`src/rtl/phy_rst_seq.sv`:
```
// rtl/phy_rst_seq.sv - round-robin PHY reset sequencer with shared assert/settle timer
module phy_rst_seq #(
  parameter int NUM_PHY       = 2,
  parameter int RST_CYCLES    = 1048576,
  parameter int SETTLE_CYCLES = 131072,
  parameter int CNT_W         = 21
) (
  input  logic               clock,
  input  logic               sys_rst,
  input  logic [NUM_PHY-1:0] soft_rst_req,
  output logic [NUM_PHY-1:0] phy_rst_n,
  output logic [NUM_PHY-1:0] phy_ready,
  output logic               all_ready,
  output logic               busy,
  output logic [2:0]         cur_ch
);

  typedef enum logic [1:0] {IDLE, ASSERT, SETTLE} state_t;

  localparam logic [CNT_W-1:0] RST_LAST    = CNT_W'(RST_CYCLES - 1);
  localparam logic [CNT_W-1:0] SETTLE_LAST = CNT_W'(SETTLE_CYCLES - 1);

  state_t             state, state_nx;
  logic [NUM_PHY-1:0] pending, pending_nx;
  logic [NUM_PHY-1:0] ready_nx, rst_n_nx;
  logic [2:0]         ch, ch_nx, cur_ch_nx;
  logic [CNT_W-1:0]   cnt, cnt_nx;
  logic [2:0]         sel, sel_hi, sel_lo;
  logic               sel_vld, hi_vld, lo_vld;
  logic               req_cur;

  // Round robin: lowest pending index above ch wins, else lowest at or below ch.
  always_comb begin
    sel_hi = '0;
    sel_lo = '0;
    hi_vld = 1'b0;
    lo_vld = 1'b0;
    for (int i = NUM_PHY - 1; i >= 0; i--) begin
      if (pending[i]) begin
        if (3'(i) > ch) begin
          hi_vld = 1'b1;
          sel_hi = 3'(i);
        end else begin
          lo_vld = 1'b1;
          sel_lo = 3'(i);
        end
      end
    end
    sel_vld = hi_vld | lo_vld;
    sel     = hi_vld ? sel_hi : sel_lo;
  end

  always_comb begin
    req_cur = 1'b0;
    for (int i = 0; i < NUM_PHY; i++) begin
      if (soft_rst_req[i] && (ch == 3'(i))) req_cur = 1'b1;
    end
  end

  always_comb begin
    state_nx   = state;
    ch_nx      = ch;
    cnt_nx     = cnt;
    cur_ch_nx  = cur_ch;
    pending_nx = pending;
    ready_nx   = phy_ready;

    // The channel in service restarts its timer instead of re-pending.
    for (int i = 0; i < NUM_PHY; i++) begin
      if (soft_rst_req[i]) begin
        ready_nx[i] = 1'b0;
        if (!((state != IDLE) && (ch == 3'(i)))) pending_nx[i] = 1'b1;
      end
    end

    case (state)
      IDLE: begin
        if (sel_vld) begin
          ch_nx     = sel;
          cur_ch_nx = sel;
          cnt_nx    = '0;
          state_nx  = ASSERT;
          for (int i = 0; i < NUM_PHY; i++) begin
            if (sel == 3'(i)) pending_nx[i] = 1'b0;
          end
        end
      end
      ASSERT: begin
        if (req_cur) begin
          cnt_nx = '0;
        end else if (cnt == RST_LAST) begin
          cnt_nx   = '0;
          state_nx = SETTLE;
        end else begin
          cnt_nx = cnt + CNT_W'(1);
        end
      end
      SETTLE: begin
        if (req_cur) begin
          cnt_nx   = '0;
          state_nx = ASSERT;
        end else if (cnt == SETTLE_LAST) begin
          cnt_nx   = '0;
          state_nx = IDLE;
          for (int i = 0; i < NUM_PHY; i++) begin
            if (ch == 3'(i)) ready_nx[i] = 1'b1;
          end
        end else begin
          cnt_nx = cnt + CNT_W'(1);
        end
      end
      default: state_nx = IDLE;
    endcase

    for (int i = 0; i < NUM_PHY; i++) begin
      rst_n_nx[i] = ~(pending_nx[i] | ((state_nx == ASSERT) && (ch_nx == 3'(i))));
    end
  end

  always_ff @(posedge clock or posedge sys_rst) begin
    if (sys_rst) begin
      state     <= IDLE;
      pending   <= '1;
      ch        <= 3'(NUM_PHY - 1);
      cnt       <= '0;
      cur_ch    <= '0;
      phy_rst_n <= '0;
      phy_ready <= '0;
    end else begin
      state     <= state_nx;
      pending   <= pending_nx;
      ch        <= ch_nx;
      cnt       <= cnt_nx;
      cur_ch    <= cur_ch_nx;
      phy_rst_n <= rst_n_nx;
      phy_ready <= ready_nx;
    end
  end

  assign all_ready = &phy_ready;
  assign busy      = (state != IDLE) || (|pending);

endmodule

```
`config.mk`:
```
export PLATFORM = sky130hd
export DESIGN_NAME = phy_rst_seq
export DESIGN_NICKNAME = d
export VERILOG_FILES = /design/src/rtl/phy_rst_seq.sv
export SDC_FILE = /design/constraint.sdc
export NUM_CORES = 1
export LEC_CHECK = 0
export CORE_UTILIZATION = 45
export CTS_CLUSTER_SIZE = 25
export DETAILED_ROUTE_END_ITERATION = 6
export SLEW_MARGIN = 20
export SYNTH_ARGS = -nofsm -noshare
export SYNTH_HDL_FRONTEND = slang
export SYNTH_SLANG_ARGS = --single-unit
export TNS_END_PERCENT = 100
```
`constraint.sdc`:
```
create_clock -name clock -period 2.5 [get_ports clock]
set_input_delay 0.5 -clock clock [delete_from_list [all_inputs] [get_ports clock]]
set_output_delay 0.5 -clock clock [all_outputs]
set_load 0.01 [all_outputs]
```
==> results.cfg, run 1 <==
[status]
status = completed

[drt]
first_pass_iters = 6
antenna_left = 0
wl_per_cell_um = 16.1
num_vias = 1556
routed_wl_mm = 4.29
drt_iter0_markers = 65
vias_per_cell = 5.83
drcViolationCount = 0

[die]
io_pins = 13
rows = 23
die_y_um = 67.4
die_x_um = 67.4
fp.dieArea_mm2 = 0.00454
initial_core_util_pct = 47.5
core_mm2 = 0.00406

[timing]
fin_setup_tns_ps = 0
hold_viol = 0
finalClockSkew_ps = 6.90
rsz0062_at_grt = false
slew_headroom_pct = 63.2
finalSetupViolCount = 0
finalMaxSlewViolations = 0
period_minus_slack_ps = 2330
worstMarginPinSlew_ps = 546
period_share_pct = 93.3
fmax_mhz = 429

[yosys]
synth_top_area_share_pct = 39.0
synth_common_cells = dfrtp_1 (30), a21oi_1 (26), nand2_1 (16)
synth_fa_ha_area_share_pct = 3.90
synth_top_cell_by_area = dfrtp_1
synth.avg_cell_area_um2 = 9.58
yosys_warnings = 0
synthXorXnorAreaFrac_pct = 6.82
ys_types = 44
yosysMostFrequentCell = dfrtp_1
muxShareOfSynthArea_pct = 0.585
synth_area_mm2 = 0.00193
yosys.area_share.simple_pct = 24.2
yosysSeqAreaShare_pct = 43.1
netlist_top_cells_area = dfrtp_1 (39%), a21oi_1 (6.8%), xor2_1 (5.9%), dfstp_2 (4.1%), ha_1 (3.9%)
async_flop_share_pct = 100
ys.flop_type = dfrtp_1
synth_seq_cells = 33
synth_enable_flop_cells = 0
synth_top_family_by_area = simple AND/OR/NAND/NOR gates
synth_compound_area_share_pct = 17.0
syn-instance-count = 201

[place]
dp.cells = 258
dpl.hpwl_mm = 3.05
place.port_buffers = 10
dpl_cell_area_mm2 = 0.00208
gp_congestion = 0.801

[setup_path]
rr_startpoint = cnt[0]$_DFFE_PP0P_
reg2reg_to = cnt[17]$_DFFE_PP0P_
r2r_cells = 7
worstPathArrival_ps = 1830
critPathLaunchType = register
cp_max_fo = 8
critPathKind = reg -> out
cp.required_ps = 2000
endpoint = busy
reg2reg_slack_ps = 250
startpoint = state[0]$_DFF_PP0_
endpoint_kind = output port

[clocking]
hold_buffers = 0
cts.clk_slew.worst_paths_ps = 70
cts-htree-levels = 2
cts_root_buffer = clkbuf_8
cts_made_buffers = 5
clk_latency_ps = 290
cts_sinks = 33
cts_buffer_depth = 2
cts_tree = built

[final_layout]
fillerInstances = 361
drive_above_1_share_pct = 11.5
syn2layout_area_growth_pct = 13.3
nNetsFinal = 226
stdcell_count = 267
final_cell_area_mm2 = 0.00218
n_antenna_cell = 0

[global_route]
grt_max_degree = 34
antenna_found_initial = 0
grt_use_total_pct = 22.5
grt_pass1_wl_mm = 7.42
overflow = 0
grt_pass1_vias = 1586

[pwr]
power_density_mw_per_mm2 = 446
irDropWorstVdd_mv = 0.213
p_leak_nw = 0.925

[job]
cap_violations = 0

[min_path]
hold_path_class = reg -> reg
## critical path, cell delays in order (launching register included)
cell and delay [ps]:
dfrtp_1 480, inv_1 110, ha_1 230, nor3b_4 160
inv_1 50, clkdlybuf4s50_1 520
## cells by family after synthesis
logic type | Yosys count
compound gates | 51
buf+inv | 16
other cells | 1
mux | 1
fa+ha+maj | 6
xor+xnor | 15
simple gates | 78
flops | 33
## state kept, by name, indices dropped and copies added (netlist names)
name / cells
pending: 2
cnt: 21
cur_ch: 1
phy_ready: 2
ch: 3
state: 2
phy_rst_n: 2
## power breakdown
group	internal, mW	leakage [nW]	switching [mW]
clock	0.195	0.0422	0.193
combinational	0.0146	0.440	0.0266
sequential	0.538	0.443	0.00512
total	0.748	0.925	0.225
## final cells by class
cell class | count | area (µm²) | area share (%)
Clock inverter | 1 | 5.00 | 0.229
Tap cell | 50 | 62.6 | 2.87
Inverter | 6 | 22.5 | 1.03
Timing Repair Buffer | 17 | 153 | 7.00
Sequential cell | 33 | 830 | 38.0
Multi-Input combinational cell | 153 | 1030 | 47.3
Clock buffer | 7 | 76.3 | 3.50
## metrics by stage
step	hold slack, ps	total power [mW]	utilization (%)	worst slack, ps
global placement	493	0.591	51.2	303
finish	514	0.972	53.7	167
global route	552	1.02	53.7	42.4
CTS	519	0.988	53.4	13.6
floorplan	487	0.580	-	469
detailed placement	501	0.594	51.2	215
## cell usage in the layout (no fill, tap or decap), drive strengths merged, types with 4 or more instances in the layout
cell type	synthesis	final
nand3	9	9
nand2	16	16
and2	10	10
a21oi	26	26
o21ai	5	5
clkdlybuf4s50	0	10
dfrtp	30	30
nand4	11	11
xor2	13	13
ha	6	6
buf	7	7
inv	6	6
clkbuf	3	7
and4	4	4
nor2	8	8
## worst min-delay path by stage
stage               cells past startpoint                   from                     to
floorplan                               2    cnt[20]$_DFFE_PP0P_    cnt[20]$_DFFE_PP0P_
CTS                                     2  cur_ch[0]$_DFFE_PP0P_  cur_ch[0]$_DFFE_PP0P_
global route                            2  cur_ch[0]$_DFFE_PP0P_  cur_ch[0]$_DFFE_PP0P_
global placement                        2  cur_ch[0]$_DFFE_PP0P_  cur_ch[0]$_DFFE_PP0P_
detailed placement                      2  cur_ch[0]$_DFFE_PP0P_  cur_ch[0]$_DFFE_PP0P_
finish                                  2  cur_ch[0]$_DFFE_PP0P_  cur_ch[0]$_DFFE_PP0P_
## per-layer routing
metal / track usage [%] / vias up / part of all wire, %
li1: - / 763 / -
met1: 26.2 / 762 / 44
met2: 38.5 / 24 / 51
met3: 6.93 / 7 / 3.1
met4: 8.51 / 0 / 1.4
met5: 0 / - / 0
## timing repair
action                                  4_1_cts  5_1_grt
resized for setup                             1        1
endpoints found under the setup margin        1        3
setup buffers                                 0        1
pin swaps                                     0        0
cloned                                        0        0
No activity file was read; power rests on OpenSTA's default activity.
==> inputs of run 2 (changes only) <==
--- a/config.mk
+++ b/config.mk
@@ -5,7 +5,9 @@
 export SDC_FILE = /design/constraint.sdc
 export NUM_CORES = 1
 export LEC_CHECK = 0
+export CORE_MARGIN = 1
 export CORE_UTILIZATION = 45
+export CTS_BUF_LIST = sky130_fd_sc_hd__clkbuf_8
 export CTS_CLUSTER_SIZE = 25
 export DETAILED_ROUTE_END_ITERATION = 6
 export SLEW_MARGIN = 20
==> results.cfg, run 2 (same netlist as run 1, synthesis figures left out) <==
[global_route]
antenna_found_initial = 0
grt_use_total_pct = 22.6
grt_max_degree = 34
grt_pass1_wl_mm = 7.43
overflow = 0
grt_pass1_vias = 1587

[setup_path]
r2r_cells = 7
cp_slowest_cell = clkdlybuf4s50_1
cp_cell_sequence = inv_1, ha_1, nor3b_4, inv_1, clkdlybuf4s50_1
cp_max_fo = 8
critPathLaunchType = register
cp.required_ps = 2000
endpoint_kind = output port
worstPathArrival_ps = 1830
crit_buf_inv = 3
critPathTopFamily = buffers and inverters
critPathKind = reg -> out
worst-path-stages = 5
path_common_cell = inv_1
cpPeakStageDelay_ps = 520

[place]
gp_congestion = 0.801
dp.cells = 258
dpl_cell_area_mm2 = 0.00208
place.port_buffers = 10
pre_cts_ws_ps = 215
dpl.hpwl_mm = 3.05

[pwr]
seq_power_share_pct = 56.3
p_leak_nw = 0.933
irDropWorstVdd_mv = 0.211
p_int_mw = 0.740
combPwrFrac_pct = 4.3
p_sw_mw = 0.225
clockPowerShare_pct = 39.4
power.total_mw = 0.964
power_density_mw_per_mm2 = 442
power_switching_share_pct = 23.3

[timing]
finalMaxSlewViolations = 0
period_share_pct = 93.3
period_minus_slack_ps = 2330
fmax_mhz = 429
finalClockSkew_ps = 6.87
rsz0062_at_grt = false
fin_setup_tns_ps = 0
hold_viol = 0
worstMarginPinSlew_ps = 545
finalSetupViolCount = 0
setup_ws_ps = 167
slew_headroom_pct = 63.2
hold_ws_ps = 514

[drt]
drt_iter0_markers = 63
vias_per_cell = 5.84
drcViolationCount = 0
routed_wl_mm = 4.29
antenna_left = 0
num_vias = 1559
first_pass_iters = 4
wl_per_cell_um = 16.1

[final_layout]
syn2layout_area_growth_pct = 13.3
multi_input_area_mm2 = 0.00103
utilization_pct = 53.7
top_regs = cnt (21), ch (3)
final_cell_area_mm2 = 0.00218
regArea_um2 = 830
nNetsFinal = 226
drive_above_1_share_pct = 11.5
n_antenna_cell = 0
regMostFlops = cnt
largest_reg_flops = 21
stdcell_count = 267
mostFrequentLayoutCells = dfrtp_1 (30), a21oi_1 (26), nand2_1 (16), xor2_1 (13)
final_common_cell = dfrtp_1
fillerInstances = 361

[clocking]
cts_buffer_depth = 2
clk_latency_ps = 290
cts_made_buffers = 5
cts_tree = built
cts_root_buffer = clkbuf_8
cts_sinks = 33
cts.clk_slew.worst_paths_ps = 70
cts-htree-levels = 2

[die]
rows = 23
core_mm2 = 0.00406
io_pins = 13
initial_core_util_pct = 47.5
die_x_um = 67.4
fp.dieArea_mm2 = 0.00454
die_y_um = 67.4

[job]
cap_violations = 0

[min_path]
holdPathStages = 2
hold_path_class = reg -> reg

[status]
status = completed
## run 2: worst register-to-register path: cells and delay by family, from the launching register on
kind                     cells  cell delay, ps
AO/OA/AOI/OAI                3             800
AND/OR/NAND/NOR              2             500
flip-flops                   1             410
adder cells (fa/ha/maj)      1             220
buffers and inverters        1             220
## run 2: power groups by stage
| stage | logic (mW) | clock network (mW) | registers, mW |
|---|---|---|---|
| after global placement | 0.0392 | 0 | 0.552 |
| after global routing | 0.0470 | 0.428 | 0.544 |
| after CTS | 0.0416 | 0.396 | 0.543 |
| after detailed placement | 0.0413 | 0 | 0.553 |
| final | 0.0412 | 0.380 | 0.543 |
| after floorplan | 0.0286 | 0 | 0.551 |
## run 2: per-layer routing
layer	routed length (µm)	track usage, %
met1	1900	26.3
met2	2190	38.5
met3	139	6.93
met4	59	8.51
met5	0	0
## run 2: what timing repair did
action / 4_1_cts / 5_1_grt
gates resized for setup: 1 / 1
buffers inserted: 0 / 1
hold buffers: 0 / 0
pin swaps: 0 / 0
gates cloned: 0 / 0
setup endpoints to repair: 1 / 3
## run 2: path summary, 6_finish.rpt
path / startpoint / endpoint / slack [ps]
setup / recovery: state[0]$_DFF_PP0_ / busy / 170
hold / removal: cur_ch[0]$_DFFE_PP0P_ / cur_ch[0]$_DFFE_PP0P_ / 510
max in group asynchronous: sys_rst / pending[0]$_DFF_PP1_ / 1560
min in group asynchronous: sys_rst / ch[2]$_DFF_PP0_ / 600
setup reg to reg: cnt[0]$_DFFE_PP0P_ / cnt[17]$_DFFE_PP0P_ / 250
hold reg to reg: cur_ch[0]$_DFFE_PP0P_ / cur_ch[0]$_DFFE_PP0P_ / 510
## run 2: cell type report
cell class | count | share of cell area (%)
inverters | 6 | 1.03
well taps | 50 | 2.87
repair buffers | 17 | 7.00
clock inverters | 3 | 0.574
clock buffers | 5 | 3.16
flip-flops and latches | 33 | 38.0
multi-input cells | 153 | 47.3
